### config.mk
export PLATFORM = sky130hd
export DESIGN_NAME = morse_letter_sequencer_flat
export DESIGN_NICKNAME = d
export VERILOG_FILES = /design/src/rtl/morse_letter_sequencer_if.sv /design/src/rtl/morse_letter_sequencer.sv /design/src/flat_wrapper.sv
export SDC_FILE = /design/constraint.sdc
export NUM_CORES = 1
export LEC_CHECK = 0
export ABC_CLOCK_PERIOD_IN_PS = 2800
export CELL_PAD_IN_SITES_DETAIL_PLACEMENT = 1
export CELL_PAD_IN_SITES_GLOBAL_PLACEMENT = 2
export CORE_ASPECT_RATIO = 1.75
export CORE_UTILIZATION = 36
export CTS_CLUSTER_DIAMETER = 60
export DETAILED_ROUTE_END_ITERATION = 10
export GPL_TIMING_DRIVEN = 1
export PLACE_DENSITY_LB_ADDON = 0.1
export SLEW_MARGIN = 15
export SYNTH_ARGS = -nofsm -noshare
export SYNTH_HDL_FRONTEND = slang
export SYNTH_SLANG_ARGS = --single-unit
export TNS_END_PERCENT = 5
### constraint.sdc
create_clock -name clk -period 2.8 [get_ports clk]
set_input_delay 0.56 -clock clk [delete_from_list [all_inputs] [get_ports clk]]
set_output_delay 0.56 -clock clk [all_outputs]
set_load 0.02 [all_outputs]
### src/rtl/morse_letter_sequencer_if.sv
// morse_letter_sequencer_if: letter request in (start/symbol/size), Morse LED and status out (led/busy/done)
interface morse_letter_sequencer_if;
  logic       start;
  logic [3:0] symbol;
  logic [2:0] size;
  logic       led;
  logic       busy;
  logic       done;
  modport master (output start, symbol, size, input led, busy, done);
  modport slave (input start, symbol, size, output led, busy, done);
endinterface

### src/rtl/morse_letter_sequencer.sv
// morse_letter_sequencer: plays one left-justified Morse letter on led; ports clk, reset (sync, active-low), bus (start/symbol/size in, led/busy/done out)
module morse_letter_sequencer #(
  parameter int TICK_DIV   = 25_000_000,
  parameter int DOT_UNITS  = 1,
  parameter int DASH_UNITS = 3,
  parameter int GAP_UNITS  = 1
) (
  input  logic                      clk,
  input  logic                      reset,
  morse_letter_sequencer_if.slave   bus
);
  localparam int TW   = $clog2(TICK_DIV);
  localparam int MAXU = (DASH_UNITS > DOT_UNITS) ? ((DASH_UNITS > GAP_UNITS) ? DASH_UNITS : GAP_UNITS)
                                                 : ((DOT_UNITS > GAP_UNITS) ? DOT_UNITS : GAP_UNITS);
  localparam int UW   = $clog2(MAXU + 1);
  typedef enum logic [1:0] {IDLE, ON, GAP, DONE} state_t;
  state_t          state_q, state_d;
  logic [TW-1:0]   tick_q, tick_d;
  logic [UW-1:0]   unit_q, unit_d;
  logic [3:0]      shift_q, shift_d;
  logic [2:0]      cnt_q, cnt_d;
  logic            led_q, busy_q, done_q;
  logic            tick_end, on_end, gap_end;
  assign tick_end = tick_q == TW'(TICK_DIV - 1);
  // element length follows the bit currently at the top of the shift register
  assign on_end   = tick_end && unit_q == (shift_q[3] ? UW'(DASH_UNITS - 1) : UW'(DOT_UNITS - 1));
  assign gap_end  = tick_end && unit_q == UW'(GAP_UNITS - 1);
  always_comb begin
    state_d = state_q;
    shift_d = shift_q;
    cnt_d   = cnt_q;
    tick_d  = tick_end ? '0 : tick_q + TW'(1);
    unit_d  = tick_end ? unit_q + UW'(1) : unit_q;
    case (state_q)
      IDLE: begin
        tick_d = '0;
        unit_d = '0;
        if (bus.start) begin
          shift_d = bus.symbol;
          cnt_d   = bus.size > 3'd4 ? 3'd4 : bus.size;
          state_d = bus.size == 3'd0 ? DONE : ON;
        end
      end
      ON: if (on_end) begin
        tick_d  = '0;
        unit_d  = '0;
        cnt_d   = cnt_q - 3'd1;
        shift_d = {shift_q[2:0], 1'b0};
        state_d = cnt_q == 3'd1 ? DONE : GAP;
      end
      GAP: if (gap_end) begin
        tick_d  = '0;
        unit_d  = '0;
        state_d = ON;
      end
      default: begin
        tick_d  = '0;
        unit_d  = '0;
        state_d = IDLE;
      end
    endcase
  end
  always_ff @(posedge clk) begin
    if (!reset) begin
      state_q <= IDLE;
      tick_q  <= '0;
      unit_q  <= '0;
      shift_q <= '0;
      cnt_q   <= '0;
      led_q   <= 1'b0;
      busy_q  <= 1'b0;
      done_q  <= 1'b0;
    end else begin
      state_q <= state_d;
      tick_q  <= tick_d;
      unit_q  <= unit_d;
      shift_q <= shift_d;
      cnt_q   <= cnt_d;
      led_q   <= state_d == ON;
      busy_q  <= state_d != IDLE;
      done_q  <= state_d == DONE;
    end
  end
  assign bus.led  = led_q;
  assign bus.busy = busy_q;
  assign bus.done = done_q;
endmodule

### src/flat_wrapper.sv
// flat-port wrapper written by rule: the top's interface ports become plain ports
module morse_letter_sequencer_flat 
#(
  parameter int TICK_DIV   = 25_000_000,
  parameter int DOT_UNITS  = 1,
  parameter int DASH_UNITS = 3,
  parameter int GAP_UNITS  = 1
)
  (clk, reset, bus_start, bus_symbol, bus_size, bus_led, bus_busy, bus_done);
  morse_letter_sequencer_if bus_i ();
  input  logic clk;
  input  logic reset;
  input wire logic [$bits(bus_i.start)-1:0] bus_start;
  input wire logic [$bits(bus_i.symbol)-1:0] bus_symbol;
  input wire logic [$bits(bus_i.size)-1:0] bus_size;
  output wire logic [$bits(bus_i.led)-1:0] bus_led;
  output wire logic [$bits(bus_i.busy)-1:0] bus_busy;
  output wire logic [$bits(bus_i.done)-1:0] bus_done;
  assign bus_i.start = bus_start;
  assign bus_i.symbol = bus_symbol;
  assign bus_i.size = bus_size;
  assign bus_led = bus_i.led;
  assign bus_busy = bus_i.busy;
  assign bus_done = bus_i.done;
  morse_letter_sequencer #(.TICK_DIV(TICK_DIV), .DOT_UNITS(DOT_UNITS), .DASH_UNITS(DASH_UNITS), .GAP_UNITS(GAP_UNITS)) u_core (.clk(clk), .reset(reset), .bus(bus_i));
endmodule
==> impl_metrics.env <==
export IMPL_outcome="complete, no violations"
export IMPL_synth_warnings=0
export IMPL_synth_distinct_cells=49
export IMPL_cts_hold_buffers=0
export IMPL_wl_mm=4.79
export IMPL_cts_num_sinks=39
export IMPL_drtIter0Drc=48
export IMPL_io_buffers=12
export IMPL_synth_seq_cells=39
export IMPL_drc=0
export IMPL_fmax_mhz=427
export IMPL_report_final_setup_viol=0
export IMPL_path_buf_inv=0
export IMPL_initial_core_util_pct=37.9
export IMPL_row_count=35
export IMPL_rr_worst_depth=6
export IMPL_clockRootBuffer="clkbuf_8"
export IMPL_hpwlAfterDp_mm=3.81
export IMPL_timing_rr_end="u_core.bus.led$_SDFF_PN0_"
export IMPL_routed_via_density=5.15
export IMPL_wl_per_cell_um=14.9
export IMPL_cp_arrival_ps=2560
export IMPL_cts_setup_buffers=0
export IMPL_area_growth_pct=14.4
export IMPL_final_nets=264
export IMPL_rsz0062_at_grt="false"
export IMPL_grt_pass1_wl_mm=8.23
export IMPL_synth_edf_count=0
export IMPL_min_path_type="reg -> reg"
export IMPL_ant_nets=0
export IMPL_gr_total_overflow=0
export IMPL_die_y_um=101
export IMPL_worstSetupStartpointType="flop"
export IMPL_drive_above_1_share_pct=8.50
export IMPL_ys_flop_type="dfxtp_1"
export IMPL_place_congestion=0.744
export IMPL_path_cells="or4_4 > nor4_4 > and2_2 > mux2_4 > a21o_1 > a211oi_1"
export IMPL_drv_cap=0
export IMPL_min_period_ps=2340
export IMPL_ys_async_sr_fraction_pct=0
export IMPL_clk_latency_ps=290
export IMPL_critPathKind="reg -> reg"
export IMPL_slew_viol_final=0
export IMPL_htree_levels=2
export IMPL_tns_ps=0
export IMPL_crit_start="u_core.tick_q[15]$_SDFF_PN0_"
export IMPL_yosysSeqAreaShare_pct=38.8
export IMPL_cp_slowest_stage_delay_ps=560
export IMPL_whs_ps=474
export IMPL_io_pins=13
export IMPL_dr_pass1_iters=4
export IMPL_syn_instance_count=233
export IMPL_critPathRequiredTime_ps=3010
export IMPL_cp_max_fo=8
export IMPL_cts_resized=0
export IMPL_synth_nets=251
export IMPL_hp_start="u_core.tick_q[0]$_SDFF_PN0_"
export IMPL_critPathCapture="u_core.bus.led$_SDFF_PN0_"
export IMPL_timing_rr_start="u_core.tick_q[15]$_SDFF_PN0_"
export IMPL_cts_made_buffers=5
export IMPL_antenna_cells=0
export IMPL_ir_drop_mv=0.294
export IMPL_cts_tree="yes"
export IMPL_slew_limit_headroom_pct=59.9
export IMPL_hold_viol_final=0
export IMPL_antenna_found_initial=0
export IMPL_power_density_nw_per_um2=542
export IMPL_cp_top_family="simple AND/OR/NAND/NOR gates"
export IMPL_tightest_slew_ps=597
export IMPL_grt_max_degree=26
export IMPL_worst_r2r_setup_slack_ps=460
export IMPL_p_leak_uw=0.000745
export IMPL_grt_pass1_vias=1851
export IMPL_fin_crit_sh_pct=83.7
export IMPL_cp_num_cells=6
export IMPL_core_area_sq_um=5300
export IMPL_synth_avg_cell_area_sq_um=8.63
export IMPL_crit_path_top_delay_cell="or4_4"
export IMPL_synth_area_sq_um=2010
export IMPL_cts_max_path_buffers=2
export IMPL_dieArea_sq_um=5900
export IMPL_vias=1654
export IMPL_path_clk_slew_ps=80
export IMPL_die_w_um=58.5
export IMPL_grtUsageTotal_pct=18.7
export IMPL_clock_skew_ps=8.28
export IMPL_end_kind="flop"
kinds of logic (layout without fill, tap and decap cells):
group	after synthesis	in the layout	synth area share (%)
compound gates	35	35	12.0
fa+ha+maj	8	8	4.98
buf+inv	22	36	5.41
simple gates	101	101	26.0
xor+xnor	23	23	10.0
flops	39	39	38.8
mux	5	5	2.74
metal layers:
layer  track usage [%]  routed length, um  vias to the layer above
met5                 0                  0                        -
met1              16.2               1690                      807
li1                  -                  -                      827
met3              3.59                 97                        6
met2              39.8               2930                       14
met4              6.23                 74                        0
synthesized netlist by cell type, types with 2 or more instances:
cell / n / share of area [%]
nor2_1: 41 / 7.7
dfxtp_1: 39 / 39
inv_1: 14 / 2.6
nand2_1: 13 / 2.4
xnor2_1: 13 / 5.7
xor2_1: 10 / 4.4
a21oi_1: 8 / 2.0
ha_1: 8 / 5.0
nand3_1: 8 / 2.0
nand4_1: 7 / 2.2
nor3_1: 6 / 1.5
o21ai_0: 6 / 1.5
a211oi_1: 5 / 1.9
clkbuf_1: 4 / 0.75
mux2i_1: 4 / 2.0
a31oi_1: 3 / 0.93
buf_6: 3 / 1.7
nor2b_1: 3 / 0.93
or3_1: 3 / 0.93
a21o_1: 2 / 0.75
a221oi_1: 2 / 0.87
and2_1: 2 / 0.62
and4_1: 2 / 0.87
nand2b_1: 2 / 0.62
sequential cells by signal, indices dropped and copies added (netlist names):
register         count
u_core.tick_q       25
u_core.unit_q        2
u_core.cnt_q         3
u_core.bus.done      1
u_core.bus.led       1
u_core.bus.busy      1
u_core.state_q       2
u_core.shift_q       4
cells in the final DEF, fill, tap and decap left out, types with 2 or more instances in the layout:
cell type / netlist / final
nor2_1: 41 / 41
dfxtp_1: 39 / 39
inv_1: 14 / 14
nand2_1: 13 / 13
xnor2_1: 13 / 13
clkdlybuf4s50_1: 0 / 12
xor2_1: 10 / 10
nand3_1: 8 / 8
a21oi_1: 8 / 8
ha_1: 8 / 8
nand4_1: 7 / 7
nor3_1: 6 / 6
o21ai_0: 6 / 6
clkbuf_8: 0 / 6
a211oi_1: 5 / 5
mux2i_1: 4 / 4
nor2b_1: 3 / 3
a31oi_1: 3 / 3
or3_1: 3 / 3
nand2b_1: 2 / 2
and2_1: 2 / 2
a221oi_1: 2 / 2
and4_1: 2 / 2
a21o_1: 2 / 2
buf_4: 1 / 2
worst reg2reg max path, cell delays in order, from the launching register on:
cell	delay (ps)
dfxtp_1	350
or4_4	560
nor4_4	330
and2_2	300
mux2_4	350
a21o_1	160
a211oi_1	220
per-stage QoR:
| stage | worst slack, ps | total power (uW) | cell area, sq um | cells | utilization [%] |
|---|---|---|---|---|---|
| finish | 456 | 1250 | 2300 | 321 | 43.4 |
| global route | 245 | 1300 | 2300 | 321 | 43.4 |
| CTS | 445 | 1260 | 2300 | 321 | 43.4 |
| detailed placement | 471 | 775 | 2180 | 313 | 41.2 |
| global placement | 528 | 766 | 2180 | 313 | 41.2 |
| floorplan | 593 | 717 | 2010 | 233 | - |
worst min-delay path by stage:
| stage | to | slack [ps] | cells past startpoint |
|---|---|---|---|
| 6_report | u_core.tick_q[0]$_SDFF_PN0_ | 470 | 1 |
| 3_3_place_gp | u_core.tick_q[0]$_SDFF_PN0_ | 450 | 1 |
| 3_5_place_dp | u_core.tick_q[0]$_SDFF_PN0_ | 460 | 1 |
| 2_1_floorplan | u_core.tick_q[0]$_SDFF_PN0_ | 440 | 1 |
| 4_1_cts | u_core.tick_q[0]$_SDFF_PN0_ | 480 | 1 |
| 5_1_grt | u_core.tick_q[0]$_SDFF_PN0_ | 510 | 1 |
power by group:
group,leakage (uW),total [uW],internal [uW],switching (uW)
clock network,0.0000612,486,288,197
registers,0.000316,590,575,14.7
logic,0.000368,170,77.4,92.8
total,0.000745,1250,941,305
layout make-up:
| cell class | instances | area [sq um] |
|---|---|---|
| Fill cell | 633 | 3000 |
| Multi-Input combinational cell | 172 | 1120 |
| Sequential cell | 39 | 781 |
| Timing Repair Buffer | 14 | 135 |
| Tap cell | 74 | 92.6 |
| Clock buffer | 6 | 82.6 |
| Inverter | 14 | 52.6 |
| Clock inverter | 2 | 35.0 |
Power figures use the tool's default switching activity.
